`src/rtl/uart_rx_ctrl.sv`:
```
// rtl/uart_rx_ctrl.sv - UART receive-path controller driving a SIPO data_in/shift pair
// Optional even-parity check enabled by defining UART_RX_PARITY_EN.
module uart_rx_ctrl #(
  parameter int OVERSAMPLE = 16,
  parameter int DATA_BITS  = 8
) (
  input  logic clk,
  input  logic reset,
  input  logic rx,
  input  logic baud_tick,
  output logic data_out,
  output logic shift,
  output logic rx_done,
  output logic frame_err,
  output logic busy
);

  localparam int TW = $clog2(OVERSAMPLE);
  localparam logic [TW-1:0] T_HALF = TW'(OVERSAMPLE / 2 - 1);
  localparam logic [TW-1:0] T_FULL = TW'(OVERSAMPLE - 1);
  localparam logic [3:0]    B_LAST = 4'(DATA_BITS - 1);

`ifdef UART_RX_PARITY_EN
  typedef enum logic [2:0] {IDLE, START, DATA, PARITY, STOP, BRK_WAIT} state_t;
  logic par;
  logic par_err;
`else
  typedef enum logic [2:0] {IDLE, START, DATA, STOP, BRK_WAIT} state_t;
`endif

  state_t        state;
  logic [TW-1:0] tcnt;
  logic [3:0]    bcnt;
  logic          rx_meta;
  logic          rx_s;

  // Preset to idle-high so reset release never looks like a start bit.
  always_ff @(posedge clk or negedge reset) begin
    if (!reset) begin
      rx_meta <= 1'b1;
      rx_s    <= 1'b1;
    end else begin
      rx_meta <= rx;
      rx_s    <= rx_meta;
    end
  end

  always_ff @(posedge clk or negedge reset) begin
    if (!reset) begin
      state     <= IDLE;
      tcnt      <= '0;
      bcnt      <= '0;
      data_out  <= 1'b0;
      shift     <= 1'b0;
      rx_done   <= 1'b0;
      frame_err <= 1'b0;
      busy      <= 1'b0;
`ifdef UART_RX_PARITY_EN
      par       <= 1'b0;
      par_err   <= 1'b0;
`endif
    end else begin
      shift     <= 1'b0;
      rx_done   <= 1'b0;
      frame_err <= 1'b0;
      case (state)
        IDLE: begin
          if (!rx_s) begin
            state <= START;
            tcnt  <= '0;
            busy  <= 1'b1;
          end
        end
        START: begin
          if (baud_tick) begin
            if (tcnt == T_HALF) begin
              tcnt <= '0;
              if (!rx_s) begin
                state <= DATA;
                bcnt  <= '0;
`ifdef UART_RX_PARITY_EN
                par   <= 1'b0;
`endif
              end else begin
                state <= IDLE;
                busy  <= 1'b0;
              end
            end else begin
              tcnt <= tcnt + 1'b1;
            end
          end
        end
        DATA: begin
          if (baud_tick) begin
            if (tcnt == T_FULL) begin
              tcnt     <= '0;
              data_out <= rx_s;
              shift    <= 1'b1;
              bcnt     <= bcnt + 4'd1;
`ifdef UART_RX_PARITY_EN
              par      <= par ^ rx_s;
              if (bcnt == B_LAST) state <= PARITY;
`else
              if (bcnt == B_LAST) state <= STOP;
`endif
            end else begin
              tcnt <= tcnt + 1'b1;
            end
          end
        end
`ifdef UART_RX_PARITY_EN
        PARITY: begin
          if (baud_tick) begin
            if (tcnt == T_FULL) begin
              tcnt    <= '0;
              par_err <= par ^ rx_s;
              state   <= STOP;
            end else begin
              tcnt <= tcnt + 1'b1;
            end
          end
        end
`endif
        STOP: begin
          if (baud_tick) begin
            if (tcnt == T_FULL) begin
              tcnt <= '0;
              if (rx_s) begin
`ifdef UART_RX_PARITY_EN
                frame_err <= par_err;
                rx_done   <= !par_err;
`else
                rx_done   <= 1'b1;
`endif
                state <= IDLE;
                busy  <= 1'b0;
              end else begin
                frame_err <= 1'b1;
                state     <= BRK_WAIT;
              end
            end else begin
              tcnt <= tcnt + 1'b1;
            end
          end
        end
        // A held-low line after a bad stop bit must not be taken as a new start.
        BRK_WAIT: begin
          if (rx_s) begin
            state <= IDLE;
            busy  <= 1'b0;
          end
        end
        default: begin
          state <= IDLE;
          tcnt  <= '0;
          busy  <= 1'b0;
        end
      endcase
    end
  end

endmodule

```
`config.mk`:
```
export PLATFORM = sky130hd
export DESIGN_NAME = uart_rx_ctrl
export DESIGN_NICKNAME = d
export VERILOG_FILES = /design/src/rtl/uart_rx_ctrl.sv
export SDC_FILE = /design/constraint.sdc
export NUM_CORES = 1
export LEC_CHECK = 0
export CORE_AREA = 2 2 46 52
export CTS_BUF_LIST = sky130_fd_sc_hd__clkbuf_16
export CTS_CLUSTER_SIZE = 20
export DETAILED_ROUTE_END_ITERATION = 8
export DIE_AREA = 0 0 48 54
export PLACE_DENSITY_LB_ADDON = 0.2
export SYNTH_ARGS = -nofsm -noshare
export SYNTH_HDL_FRONTEND = slang
export SYNTH_SLANG_ARGS = --single-unit
```
`constraint.sdc`:
```
create_clock -name clk -period 1.5 [get_ports clk]
set_clock_uncertainty 0.1 [all_clocks]
set_input_delay 0.3 -clock clk [delete_from_list [all_inputs] [get_ports clk]]
set_output_delay 0.3 -clock clk [all_outputs]
set_load 0.03 [all_outputs]
```
[Word-level counts from Yosys, hierarchy flattened]
Cells that the tools add are included.
Storage, ports and cells
  flip-flop bits (word level): 18
  input bits: 4
  output and inout port bits: 5
  logic and storage cells: 81
Cells by class
  add/subtract/negate cells: 2
  equal/unequal tests: 18
  mux-type cells: 41
  bitwise operators: 2
  reductions and logical operators: 8
Operator list (number)
  two-way mux 4 bit: 9
  two-way mux 3 bit: 10
  != test 2 bit, second input constant: 10
  two-way mux 1 bit: 17
  one-hot mux 4 bit (4 select lines): 1
  one-hot mux 3 bit (5 select lines): 1
  AND reduction 6 bit: 2
  AND reduction 9 bit: 1
  adder 4 x 1 -> 4 bit, second input constant: 2
  equality test 4 x 3 -> 1 bit, second input constant: 2
  one-hot mux 4 bit (2 select lines): 1
  equality test 3 x 2 -> 1 bit, second input constant: 2
  one-hot mux 1 bit (5 select lines): 1
  equality test 4 bit, second input constant: 1
  AND reduction 4 bit: 1
  equality test 3 x 1 -> 1 bit, second input constant: 1
  equality test 3 bit, second input constant: 1
  zero test 3 bit: 1
  AND reduction 3 bit: 1
  two-way mux 2 bit: 1
  != test 2 x 1 -> 1 bit, second input constant: 1
  NOT 1 bit: 2
  nonzero test 2 bit: 1
  OR reduction 2 bit: 1

[Depth between registers and ports, before layout]
  word-level depth: 5
  depth in mapped cells: 5
  gate-level depth less buffers: 4

[Least setup slack after synthesis]
OpenSTA, ideal clock, no wires.
  path type: register to register
  from: register tcnt[3]
  to: register bcnt[2]
  setup time: 0.126 ns
  arrival time: 1.427 ns
  setup slack: -0.153 ns
  stages on the path, launching flop included: 4
  clock period less this slack: 1.653 ns
  cells stage by stage: dfrtp_1 -> or4_1 -> o221a_1 -> a311o_1
Between the ends
  longest elaborated chain between the ends: 3
RTL lines
  start: declaration: line 32  | logic [TW-1:0] tcnt;
  start signal: assignment: line 89  | tcnt <= tcnt + 1'b1;
  start signal: assignment: line 107  | tcnt <= tcnt + 1'b1;
  start signal: assignment: line 142  | tcnt <= tcnt + 1'b1;
  equality test 4 bit or equality test 4 x 3 -> 1 bit (tied branches): line 95, 76
  != test 2 bit (no source line)
  AND reduction 6 bit (no source line) *
  end signal: assignment: line 99  | bcnt <= bcnt + 4'd1;
  end: declaration: line 33  | logic [3:0] bcnt;
Every way passes the cells marked *; elsewhere a longest branch is shown, timed or not.
A chain may end at the register's enable or synchronous reset.

[Final worst setup path]
  from: register state[1]
  to: register bcnt[2]
Between the ends
  longest elaborated chain between the ends: 3
RTL lines
  start: declaration: line 31  | state_t state;
  start signal: assignment: line 50  | state <= IDLE;
  start signal: assignment: line 69  | state <= START;
  start signal: assignment: line 79  | state <= DATA;
  equality test 3 x 2 -> 1 bit or equality test 3 x 1 -> 1 bit (tied branches): line 66  | case (state)
  != test 2 bit (no source line) or nonzero test 2 bit (tied branches)
  AND reduction 6 bit (no source line)
Several ways; a longest one is shown, not always the timed one.

==> key figures <==
Run status
  • Result of the run: complete, but fails checks
  • Failing checks: negative setup slack

GRT
  • Maximum number of pins on one net before global-route repair: 19
  • Most utilized layer in the global route result: met2
  • Met3 Track Usage GR: 3.02%
  • Overall overflow remaining after global route: 0
  • Global Route met1 Usage: 26.9%
  • Via count of the first global-routing pass: 853
  • Wire length of the first global-routing pass: 3880 um
  • Met2 layer usage reported by global route: 36.7%
  • Antenna violations before repair: 0
  • Overall global routing resource usage: 22.0%

Synth
  • Mean post-synth cell area: 10.3 um2
  • Flip-flop cell with the highest count after synthesis: sky130_fd_sc_hd__dfrtp_1
  • Synthesized Nets: 99
  • Largest cells by area after synthesis: sky130_fd_sc_hd__dfrtp_1 42%, sky130_fd_sc_hd__dfstp_2 5.5%, sky130_fd_sc_hd__nand3_1 4.7%
  • Most used standard cell by instance count after synthesis: sky130_fd_sc_hd__dfrtp_1
  • Post-synth top area cell: sky130_fd_sc_hd__dfrtp_1
  • Number of standard cells after synthesis: 93
  • EDFF count, synth: 0
  • Number of different library cells in the post-synthesis netlist: 40
  • Number of flip-flops and latches in the synthesized netlist: 18
  • Netlist area before placement: 953 um2
  • Portion of synthesized cell area occupied by the leading cell type: 42.0%
  • Seq/Total Area, Yosys: 47.5%
  • Yosys warning total: 0
  • Fraction of registers with async set/reset: 100%
  • Most common library cells after synthesis: 16 x sky130_fd_sc_hd__dfrtp_1, 9 x sky130_fd_sc_hd__nand3_1, 8 x sky130_fd_sc_hd__inv_1, 5 x sky130_fd_sc_hd__buf_2, 5 x sky130_fd_sc_hd__nor2_1

Clock network
  • Longest Clk Path Bufs: 2
  • Number of buffers added to fix hold violations after cts: 0
  • Count of H-tree levels built during CTS: 1
  • Clock tree from TritonCTS: yes
  • Clock-pin slew on the worst setup and hold paths: 50 ps
  • Clock buffers created by TritonCTS: 3
  • Cell at the root of the clock tree: sky130_fd_sc_hd__clkbuf_16
  • Clock latency on the worst-skew pair: 250 ps
  • Clk sinks: 18

Worst setup path
  • CP delay by family, top: simple AND/OR/NAND/NOR gates
  • Worst Path Max Fanout: 2
  • Crit path buffers/inverters: 0
  • Endpoint required time on the critical path: 1530 ps
  • Critical Path Start Type: flip-flop
  • CP Capture Type: flip-flop
  • WS Path Type: flip-flop to flip-flop
  • Cell-by-cell trace of the critical path: or4_4, o221a_1, a311o_1
  • Worst-path cell with the longest stage delay: sky130_fd_sc_hd__or4_4
  • Delay of the slowest critical-path stage: 530 ps
  • Critical Path AT: 1660 ps

STA
  • Final count of pins violating max slew: 0
  • Time the worst path needs with I/O delays and setup: 1630 ps
  • Count of final hold-check violations: 0
  • Post-route setup slack: -126 ps
  • Worst-Margin Slew: 310 ps
  • Unrepaired setup endpoints after global routing: yes
  • Slew headroom: 79.2%
  • Setup-violating endpoint count in the final report: 4
  • Fmax: 615 MHz
  • WHS: 259 ps
  • Final period utilization: 108%

Floorplanning
  • Rows: 18
  • Chip height: 54 um
  • Area enclosed by the die boundary: 2590 um2
  • Horiz. Die Dim: 48 um
  • Area of the core: 2140 um2
  • Ports placed on the boundary: 9
  • Starting density of the core: 44.6%

Routing
  • Number of vias per cell after detailed routing: 5.63
  • Aggregate routed wire length: 2320 um
  • Post-detailed-route DRC marker count: 0
  • Routed length per placed instance: 15.5 um
  • Pre-Repair DR Iteration Count: 4
  • Residual antenna-violating net count after detailed routing: 0
  • DRC marker count from the first detailed-route iteration: 13
  • Vias after detailed routing: 845

Place
  • PortBufs: 8
  • Worst setup slack before clock tree synthesis: -319 ps
  • Half-perimeter wire length after placement: 1590 um
  • Placed cell count: 141
  • Post-placement cell area: 1160 um2
  • GPL Wtd Cong: 0.852

Pwr
  • Pwr Total: 2.11 mW
  • Largest voltage drop on the vdd net: 1.24 mV
  • Static leakage: 0.602 nW
  • Total power density per cell area: 1580 nW/um2

Finish
  • Syn-to-layout area delta: 40.4%
  • Post-layout instance area: 1340 um2
  • Filler cell count: 176
  • Fraction of layout instances using a drive strength above 1: 36.7%
  • Final #Nets: 127
  • Count of non-filler cells in the finished layout: 150
  • Antenna diode instance count: 0

Hold path
  • Hold crit path type: flip-flop to flip-flop

Run
  • Count of max-cap constraint violations: 0
## worst register-to-register path, cell delays in order (launching register included)
cell,delay (ps)
sky130_fd_sc_hd__dfrtp_1,390
sky130_fd_sc_hd__or4_4,530
sky130_fd_sc_hd__o221a_1,220
sky130_fd_sc_hd__a311o_1,270
## state kept, by name (all words and copies together) (netlist names)
name,count
frame_err,1
rx_done,1
busy,1
tcnt,4
data_out,1
rx_meta,1
state,3
shift,1
bcnt,4
rx_s,1
## report_power, final
part / leakage [nW] / internal, mW / switching, mW
clock network: 0.0385 / 0.355 / 0.188
registers: 0.216 / 0.606 / 0.107
logic: 0.347 / 0.402 / 0.453
## metrics by stage
stage | utilization, % | setup TNS [ps]
2_1_floorplan | - | -281
3_3_place_gp | 54.4 | -2900
3_5_place_dp | 54.4 | -3310
4_1_cts | 60.8 | -252
5_1_grt | 62.6 | -672
6_report | 62.6 | -302
## area by class of cell
type	count	area (um2)	area share [%]
timing repair buffer	29	241	18.0
sequential	18	454	33.9
tap	30	37.5	2.80
inverter	8	30.0	2.24
clock inverter	1	3.75	0.280
multi-input combinational	61	497	37.1
clock buffer	3	75.1	5.61
## routing by layer
layer | up-vias | wire length [um]
met5 | - | 0
met4 | 0 | 53
met3 | 4 | 70
met2 | 18 | 1220
met1 | 418 | 982
li1 | 405 | -
## path summary, 6_finish.rpt
path / end / depth (start not counted) / slack (ps) / startpoint
max reg2reg: bcnt[2]$_DFFE_PN0P_ / 3 / -130 / state[1]$_DFFE_PN0P_
min reg2reg: rx_s$_DFF_PN1_ / 0 / 260 / rx_meta$_DFF_PN1_
max: bcnt[2]$_DFFE_PN0P_ / 3 / -130 / state[1]$_DFFE_PN0P_
max in group asynchronous: rx_meta$_DFF_PN1_ / 2 / 750 / reset
min: rx_s$_DFF_PN1_ / 0 / 260 / rx_meta$_DFF_PN1_
min in group asynchronous: shift$_DFF_PN0_ / 2 / 290 / reset
## placed cells by master, fill, tap and decap left out, types with 2 or more instances in the layout
cell	instances
sky130_fd_sc_hd__nand2_1	3
sky130_fd_sc_hd__o22ai_1	2
sky130_fd_sc_hd__dfrtp_1	15
sky130_fd_sc_hd__inv_1	8
sky130_fd_sc_hd__nand3_2	3
sky130_fd_sc_hd__or4_4	2
sky130_fd_sc_hd__dfstp_2	2
sky130_fd_sc_hd__clkdlybuf4s50_1	2
sky130_fd_sc_hd__or3_1	2
sky130_fd_sc_hd__buf_6	2
sky130_fd_sc_hd__nand3_1	6
sky130_fd_sc_hd__nor2_1	5
sky130_fd_sc_hd__clkbuf_16	3
sky130_fd_sc_hd__nand2b_1	2
sky130_fd_sc_hd__a311oi_1	2
sky130_fd_sc_hd__o211ai_1	2
sky130_fd_sc_hd__a311o_1	2
sky130_fd_sc_hd__dlygate4sd2_1	5
sky130_fd_sc_hd__buf_4	19
## cells by family (layout without fill, tap and decap cells)
| group | count (synthesis) | in the layout | synth area share (%) |
|---|---|---|---|
| AOI/OAI and AO/OA | 21 | 21 | 17.8 |
| xor gates and xnor gates | 2 | 2 | 1.84 |
| adders and majority gates | 3 | 3 | 3.67 |
| buffers and inverters | 14 | 41 | 6.17 |
| DFF | 18 | 18 | 47.5 |
| muxes | 2 | 2 | 2.36 |
| and+or+nand+nor | 33 | 33 | 20.6 |
## timing repair
action | CTS | global route
setup endpoints to repair | 13 | 12
pin swaps | 8 | 3
gates resized for setup | 15 | 8
setup buffers | 4 | 2
(Power assumes the default switching activity.)
